`src/rtl/k_fifo_2deep_ctrl_pkg.sv`:
```
// Shared sizing constants for the 2-deep FIFO controller and anything that
// needs to agree with its default geometry.
package k_fifo_2deep_ctrl_pkg;

    localparam int default_data_size = 8;
    localparam int default_addr_size = 1;
    localparam int depth             = 1 << default_addr_size;

endpackage

```
`src/rtl/k_fifo_2deep_ctrl_ram.sv`:
```
// Small dual-port RAM used as FIFO storage: synchronous write, combinational
// read so the head entry is visible without a read-latency cycle.
module k_fifo_2deep_ctrl_ram
    import k_fifo_2deep_ctrl_pkg::*;
#(
    parameter int data_size = default_data_size,
    parameter int addr_size = default_addr_size
) (
    input  logic                 clk,
    input  logic                 wen,
    input  logic [addr_size-1:0] waddr,
    input  logic [addr_size-1:0] raddr,
    input  logic [data_size-1:0] d,
    output logic [data_size-1:0] q
);

    logic [data_size-1:0] mem [0:(1<<addr_size)-1];

    // Contents are deliberately not reset; the FIFO flags say what is valid.
    always_ff @(posedge clk) begin
        if (wen) begin
            mem[waddr] <= d;
        end
    end

    assign q = mem[raddr];

endmodule

```
`src/rtl/k_fifo_2deep_ctrl.sv`:
```
// Synchronous FIFO controller with valid/ready on both sides. Pointers carry
// one extra wrap bit so full and empty are distinguishable without a counter.
module k_fifo_2deep_ctrl
    import k_fifo_2deep_ctrl_pkg::*;
#(
    parameter int data_size = default_data_size,
    parameter int addr_size = default_addr_size
) (
    input  logic                 clk,
    input  logic                 rst_n,
    input  logic                 flush,
    input  logic [data_size-1:0] in_data,
    input  logic                 in_valid,
    output logic                 in_ready,
    output logic [data_size-1:0] out_data,
    output logic                 out_valid,
    input  logic                 out_ready,
    output logic [addr_size:0]   count,
    output logic                 full,
    output logic                 empty
);

    localparam logic [addr_size:0] ptr_one = 1;

    logic [addr_size:0] wptr;
    logic [addr_size:0] rptr;
    logic               push;
    logic               pop;
    logic               wen;

    assign empty     = (wptr == rptr);
    assign full      = (wptr[addr_size-1:0] == rptr[addr_size-1:0]) &&
                       (wptr[addr_size] != rptr[addr_size]);
    assign count     = wptr - rptr;
    assign out_valid = !empty;
    assign in_ready  = rst_n && !full;

    assign push = in_valid && in_ready;
    assign pop  = out_valid && out_ready;
    // A flush discards the concurrent push, so the RAM write is gated too.
    assign wen  = push && !flush;

    always_ff @(posedge clk) begin
        if (!rst_n) begin
            wptr <= '0;
            rptr <= '0;
        end else if (flush) begin
            wptr <= '0;
            rptr <= '0;
        end else begin
            if (push) begin
                wptr <= wptr + ptr_one;
            end
            if (pop) begin
                rptr <= rptr + ptr_one;
            end
        end
    end

    k_fifo_2deep_ctrl_ram #(
        .data_size (data_size),
        .addr_size (addr_size)
    ) u_ram (
        .clk   (clk),
        .wen   (wen),
        .waddr (wptr[addr_size-1:0]),
        .raddr (rptr[addr_size-1:0]),
        .d     (in_data),
        .q     (out_data)
    );

endmodule

```
`config.mk`:
```
export PLATFORM = sky130hd
export DESIGN_NAME = k_fifo_2deep_ctrl
export DESIGN_NICKNAME = d
export VERILOG_FILES = /design/src/rtl/k_fifo_2deep_ctrl_pkg.sv /design/src/rtl/k_fifo_2deep_ctrl_ram.sv /design/src/rtl/k_fifo_2deep_ctrl.sv
export SDC_FILE = /design/constraint.sdc
export NUM_CORES = 1
export LEC_CHECK = 0
export ABC_AREA = 1
export ABC_CLOCK_PERIOD_IN_PS = 4400
export BUFFER_PORTS_ARGS = -buffer_cell sky130_fd_sc_hd__buf_4
export CORE_MARGIN = 3
export CORE_UTILIZATION = 38
export CTS_CLUSTER_DIAMETER = 120
export DETAILED_ROUTE_END_ITERATION = 12
export PLACE_DENSITY = 0.63
export RECOVER_POWER = 50
export REMOVE_ABC_BUFFERS = 1
export SLEW_MARGIN = 10
export SYNTH_ARGS = -nofsm -noshare
export SYNTH_HDL_FRONTEND = slang
export SYNTH_SLANG_ARGS = --single-unit
```
`constraint.sdc`:
```
create_clock -name clk -period 4.4 [get_ports clk]
set_input_delay 0 -clock clk [delete_from_list [all_inputs] [get_ports clk]]
set_output_delay 0 -clock clk [all_outputs]
set_load 0.1 [all_outputs]
```
==> results_dict.tcl, run 1 <==
set metrics [dict create \
    clock_latency_ns 0.29 \
    hold_violations 0 \
    min_path_type "in2reg" \
    grt.overflow.total 0 \
    drt-initial-drc-count 11 \
    p_clk_share_pct 23.3 \
    post_drt_wl_per_cell_um 11.74 \
    final_cell_mix "edfxtp_1, buf_4" \
    peakVddDrop_v 0.0001877 \
    dieArea_um2 2943 \
    avgViaCountPerCell 4.496 \
    crit_arrival_ns 1.91 \
    cts_setup_buffers 0 \
    start_kind "flip-flop" \
    path_buf_inv 1 \
    timing.setup.tns_ns 0 \
    relSlewSlack_pct 22.68 \
    holdBufCountCts 10 \
    wl_um 1608 \
    ctsResizeCount 0 \
    multi_input_area_um2 249.0 \
    crit_path_max_fanout 8 \
    maxSlewViolCount 0 \
    grt_usage_pct 12.36 \
    hold_depth 4 \
    cp-end-kind "flip-flop" \
    clock_sinks 21 \
    tightest_slew_ns 1.165 \
    power_switching_share_pct 26.67 \
    synth_area_um2 884.6 \
    yosys_warnings 0 \
    seq_area_frac_synth_pct 65.63 \
    grt_pass1_wl_um 2553 \
    ys_ff_latch 21 \
    vias 616 \
    power_density_nw_per_um2 308.5 \
    path_cells "inv_1, ha_1, nand3_1, nand4_1, nor2_1" \
    cts_tree "built" \
    fmax_mhz 503.7 \
    holdWs_ns 0.01800 \
    syn_area_per_cell_um2 12.46 \
    hpwlAfterDp_um 1174 \
    core-area_um2 2082 \
    fin_ws_ns 2.415 \
    antenna_cells 0 \
    min_from "in_valid" \
    antenna_found_initial 0 \
    globalplace.congestion 0.7550 \
    layout-drive-gt1-share_pct 31.82 \
    ant_nets 0 \
    path_depth 5 \
    power_switching_uw 99.03 \
    fillers 196 \
    critPathTopFamily "simple AND/OR/NAND/NOR gates" \
    worst_path_max_delay_cell "nor2_1" \
    hold_end "wptr[0]$_SDFFE_PP0P_" \
    reg2reg_depth 5 \
    drc_errors 0 \
    clockBufferDepth 2 \
    grt_pass1_vias 611 \
    power.internal_uw 272.3 \
    required_ns 4.33 \
    comb_power_share_pct 18.1 \
    synth_cells 71 \
    grt_max_degree 12 \
    slowest_delay_ns 0.56 \
    rrSetupSlack_ns 2.41 \
    postLayoutCellArea_um2 1204 \
    areaGrowthSynthToFinish_pct 36.07 \
    min_period_ns 1.985 \
    die_w_um 54.25 \
    pre_cts_ws_ns 2.424 \
    io_pins 27 \
    root_buffer "clkbuf_4" \
    cts.reportedPaths.clkPinSlew_ns 0.11 \
    reg2reg_from "wptr[0]$_SDFFE_PP0P_" \
    final_nets 125 \
    dr.pass1.iters 4 \
    rows 16 \
    worstReg2RegEnd "u_ram.mem[0][2]$_DFFE_PP_" \
    portBuffers 26 \
    die_y_um 54.25 \
    leakagePower_uw 0.0004908 \
    start_util_pct 42.49 \
    finalClockSkew_ns 0.005927 \
    cts_buffers 3 \
    htree_levels 1 \
    status "complete, no violations" \
    setup_viol 0 \
    seq_area_um2 580.6 \
    post_dp_cell_area_um2 1109 \
    finalCritPeriodShare_pct 45.12 \
    p_total_uw 371.3 \
    p_seq_share_pct 58.6 \
    cap_violations 0 \
    synth_cell_types 17 \
    layout_commonest_cell "edfxtp_1" \
    rsz0062_at_grt "false" \
    critPathKind "reg2reg" \
]
==> cell families after synthesis <==
logic type,count (synthesis),share of synthesized area (%)
AND/OR/NAND/NOR,25,13.86
flip-flops,21,65.63
buffers and inverters,11,4.809
multiplexers,8,10.18
AO/OA/AOI/OAI,3,2.122
XOR/XNOR,2,1.981
adder cells (fa/ha/maj),1,1.414
==> routing by layer <==
layer  GRT usage (%)  part of all wire [%]  vias up
met4           4.979                   1.1        0
met1           15.36                    45      279
met2           20.92                    49       14
li1                -                     -      321
met3           2.452                   5.0        2
met5               0                     0        -
==> power groups by stage <==
| stage | sequential [µW] | clock, µW | combinational [µW] |
|---|---|---|---|
| 3_3_place_gp | 222 | 0 | 62.3 |
| 5_1_grt | 218 | 104 | 71.2 |
| 4_1_cts | 218 | 91.2 | 70.2 |
| 3_5_place_dp | 222 | 0 | 63.1 |
| 2_1_floorplan | 222 | 0 | 43.6 |
| 6_report | 218 | 86.3 | 67.3 |
==> layout make-up <==
| class | count | area share (%) |
|---|---|---|
| sequential | 21 | 48.23 |
| inverter | 10 | 3.119 |
| clock buffer | 4 | 2.183 |
| timing repair buffer | 36 | 22.97 |
| multi-input combinational | 39 | 20.69 |
| tap | 27 | 2.807 |
==> cells in the mapped netlist <==
master	instances	area, µm²
edfxtp_1	16	480.5
nand2_4	1	11.26
nor2_1	6	22.52
inv_1	10	37.54
xor2_1	1	8.760
a21oi_2	1	8.760
nand2_1	9	33.78
nand2_2	2	12.51
nand3_2	1	10.01
dfxtp_1	5	100.1
a21oi_1	2	10.01
buf_2	1	5.000
nand3_1	4	20.02
ha_1	1	12.51
nand4_1	2	12.51
mux2_2	8	90.09
xnor2_1	1	8.760
==> tightest hold or removal path: cells and delay by family <==
family / cells / cell delay (ns)
buf+inv: 1 / 0.09
compound gates: 1 / 0.05
simple gates: 2 / 0.12
==> worst max path at each step <==
stage,from,endpoint,slack [ns]
2_1_floorplan,wptr[0]$_SDFFE_PP0P_,count[1],2.27
5_1_grt,wptr[0]$_SDFFE_PP0P_,u_ram.mem[0][3]$_DFFE_PP_,2.22
3_5_place_dp,wptr[0]$_SDFFE_PP0P_,u_ram.mem[0][3]$_DFFE_PP_,2.42
6_report,wptr[0]$_SDFFE_PP0P_,u_ram.mem[0][2]$_DFFE_PP_,2.41
4_1_cts,wptr[0]$_SDFFE_PP0P_,u_ram.mem[0][1]$_DFFE_PP_,2.41
3_3_place_gp,wptr[0]$_SDFFE_PP0P_,u_ram.mem[0][3]$_DFFE_PP_,2.50
==> registers in the layout (all words and copies together) (netlist names), named ones only <==
signal     count
u_ram.mem     16
wptr           2
rptr           2
==> per-stage QoR <==
step | instances | utilization [%]
6_report | 137 | 57.81
5_1_grt | 137 | 57.81
4_1_cts | 137 | 59.31
3_5_place_dp | 123 | 53.25
3_3_place_gp | 123 | 53.25
2_1_floorplan | 70 | -
Power figures use the tool's default switching activity.
==> run 2, diff against run 1 <==
- ABC_CLOCK_PERIOD_IN_PS: 4400 -> 1700
- PLACE_DENSITY: 0.63 -> 0.65
- clock period: 4.4 -> 1.7 ns (I/O delays scaled with it)
==> run 2 against run 1 <==
Effect of this change: non-clock buffer count rose by 3; critical path depth is the same; sequential share of layout area is 1.9 points lower; clock skew down 0.0017 ns; critical endpoint is now empty; worst setup slack got worse by 2.3 ns; register-to-register slack worse by 2.2 ns; combinational power rose to 2.7 times the previous value; hold slack better by 0.014 ns; via count rose by 0.65%; cell count up 2.2%.
==> results_dict.tcl, run 2 (synthesis results as in run 1) <==
set metrics [dict create \
    maxSlewViolCount 0 \
    vias 620 \
    fillers 178 \
    cap_violations 0 \
    grt_use_met1_pct 13.68 \
    grt_pass1_wl_um 2359 \
    root_buffer "clkbuf_4" \
    rrSetupSlack_ns 0.17 \
    io_pins 27 \
    areaGrowthSynthToFinish_pct 41.58 \
    largest_reg_flops 16 \
    relSlewSlack_pct 68.02 \
    die_y_um 54.25 \
    grt.overflow.total 0 \
    grt_usage_pct 11.46 \
    cp-end-kind "primary output" \
    top_regs "u_ram.mem (16), rptr (2), wptr (2)" \
    tightest_slew_ns 0.4830 \
    ant_nets 0 \
    clock_latency_ns 0.29 \
    use_met2_pct 19.12 \
    seq_area_um2 580.6 \
    power_density_nw_per_um2 775.9 \
    drc_errors 0 \
    layout-drive-gt1-share_pct 38.05 \
    holdWs_ns 0.03198 \
    peakVddDrop_v 0.0006034 \
    multi_input_area_um2 254.0 \
    cts.reportedPaths.clkPinSlew_ns 0.11 \
    final_nets 128 \
    grt_max_degree 13 \
    globalplace.congestion 0.6898 \
    hold_violations 0 \
    dieArea_um2 2943 \
    p_total_uw 971.8 \
    setup_viol 0 \
    cts_buffers 3 \
    antenna_cells 0 \
    post_drt_wl_per_cell_um 10.45 \
    rsz0062_at_grt "false" \
    final_cell_mix "edfxtp_1, buf_4, clkbuf_4, dlygate4sd3_1" \
    crit_arrival_ns 1.55 \
    start_kind "flip-flop" \
    htree_levels 1 \
    rows 16 \
    drt-initial-drc-count 7 \
    finalCritPeriodShare_pct 91.04 \
    crit_path_max_fanout 6 \
    required_ns 1.70 \
    wl_um 1463 \
    hpwlAfterDp_um 1039 \
    use_met3_pct 2.452 \
    layout_commonest_cell "edfxtp_1" \
    fmax_mhz 646.1 \
    dr.pass1.iters 4 \
    core-area_um2 2082 \
    die_w_um 54.25 \
    portBuffers 26 \
    clock_sinks 21 \
    min_period_ns 1.548 \
    gr-max-usage-layer "met2" \
    status "complete, no violations" \
    cts_tree "built" \
    grt_pass1_vias 598 \
    min_path_type "in2reg" \
    start_util_pct 42.49 \
    finalClockSkew_ns 0.004217 \
    clockBufferDepth 2 \
    leakagePower_uw 0.0005259 \
    largest_register "u_ram.mem" \
    critPathKind "reg2out" \
    antenna_found_initial 0 \
    avgViaCountPerCell 4.429 \
]
run 2: cell count changes in the layout (fill, tap and decap cells not counted):
cell / delta
buf_2: +2
buf_4: +1
buf_6: +2
clkbuf_1: -5
clkbuf_4: +1
clkinv_2: +1
dlygate4sd3_1: +1
nand3_1: -1
nand3_2: +1
run 2: final cells by class:
type	instances	share of cell area, %
clock buffers	3	1.798
clock inverters	1	0.3996
inverters	10	2.997
multi-input cells	39	20.28
flip-flops and latches	21	46.35
well taps	27	2.697
repair buffers	39	25.47
run 2: path summary, 6_finish.rpt:
| kind | start | endpoint | cells after the start |
|---|---|---|---|
| worst min-delay path | rst_n | wptr[0]$_SDFFE_PP0P_ | 4 |
| worst max register to register | wptr[0]$_SDFFE_PP0P_ | u_ram.mem[0][1]$_DFFE_PP_ | 6 |
| worst min register to register | wptr[0]$_SDFFE_PP0P_ | wptr[0]$_SDFFE_PP0P_ | 2 |
| worst max-delay path | wptr[0]$_SDFFE_PP0P_ | empty | 5 |
run 2: repair_timing:
action,4_1_cts,5_1_grt
hold endpoints to repair,20,0
endpoints found under the setup margin,0,2
buffers inserted,0,0
hold buffers,11,0
gates resized for setup,0,2
run 2: metrics by stage:
step                worst slack, ns  area (µm²)  TNS [ns]  util [%]  std cells
global route                0.03291        1252         0     60.16        140
CTS                         0.07406        1261         0     60.58        140
detailed placement           0.1131        1124         0     53.97        125
global placement             0.1533        1124         0     53.97        125
floorplan                   -0.4327       879.6   -0.4327         -         70
finish                       0.1523        1252         0     60.16        140
run 2: where the power goes:
part / total (µW) / internal (µW) / switching, µW / leakage (µW)
Combinational: 180 / 59.2 / 121 / 0.000323
Sequential: 563 / 560 / 3.24 / 0.000186
Clock: 229 / 87.5 / 141 / 0.0000177
Total: 972 / 706 / 265 / 0.000526
run 2: layer usage:
layer | vias to the layer above | part of all wire [%]
met2 | 16 | 47
met4 | 0 | 0.82
met3 | 2 | 5.7
met5 | - | 0
li1 | 327 | -
met1 | 275 | 46
run 2: worst max-delay path, cell delays in order, from the launching register on:
cell and delay (ns):
dfxtp_1 0.36, inv_1 0.06, ha_1 0.32, nand2_1 0.15
inv_1 0.09, buf_4 0.28
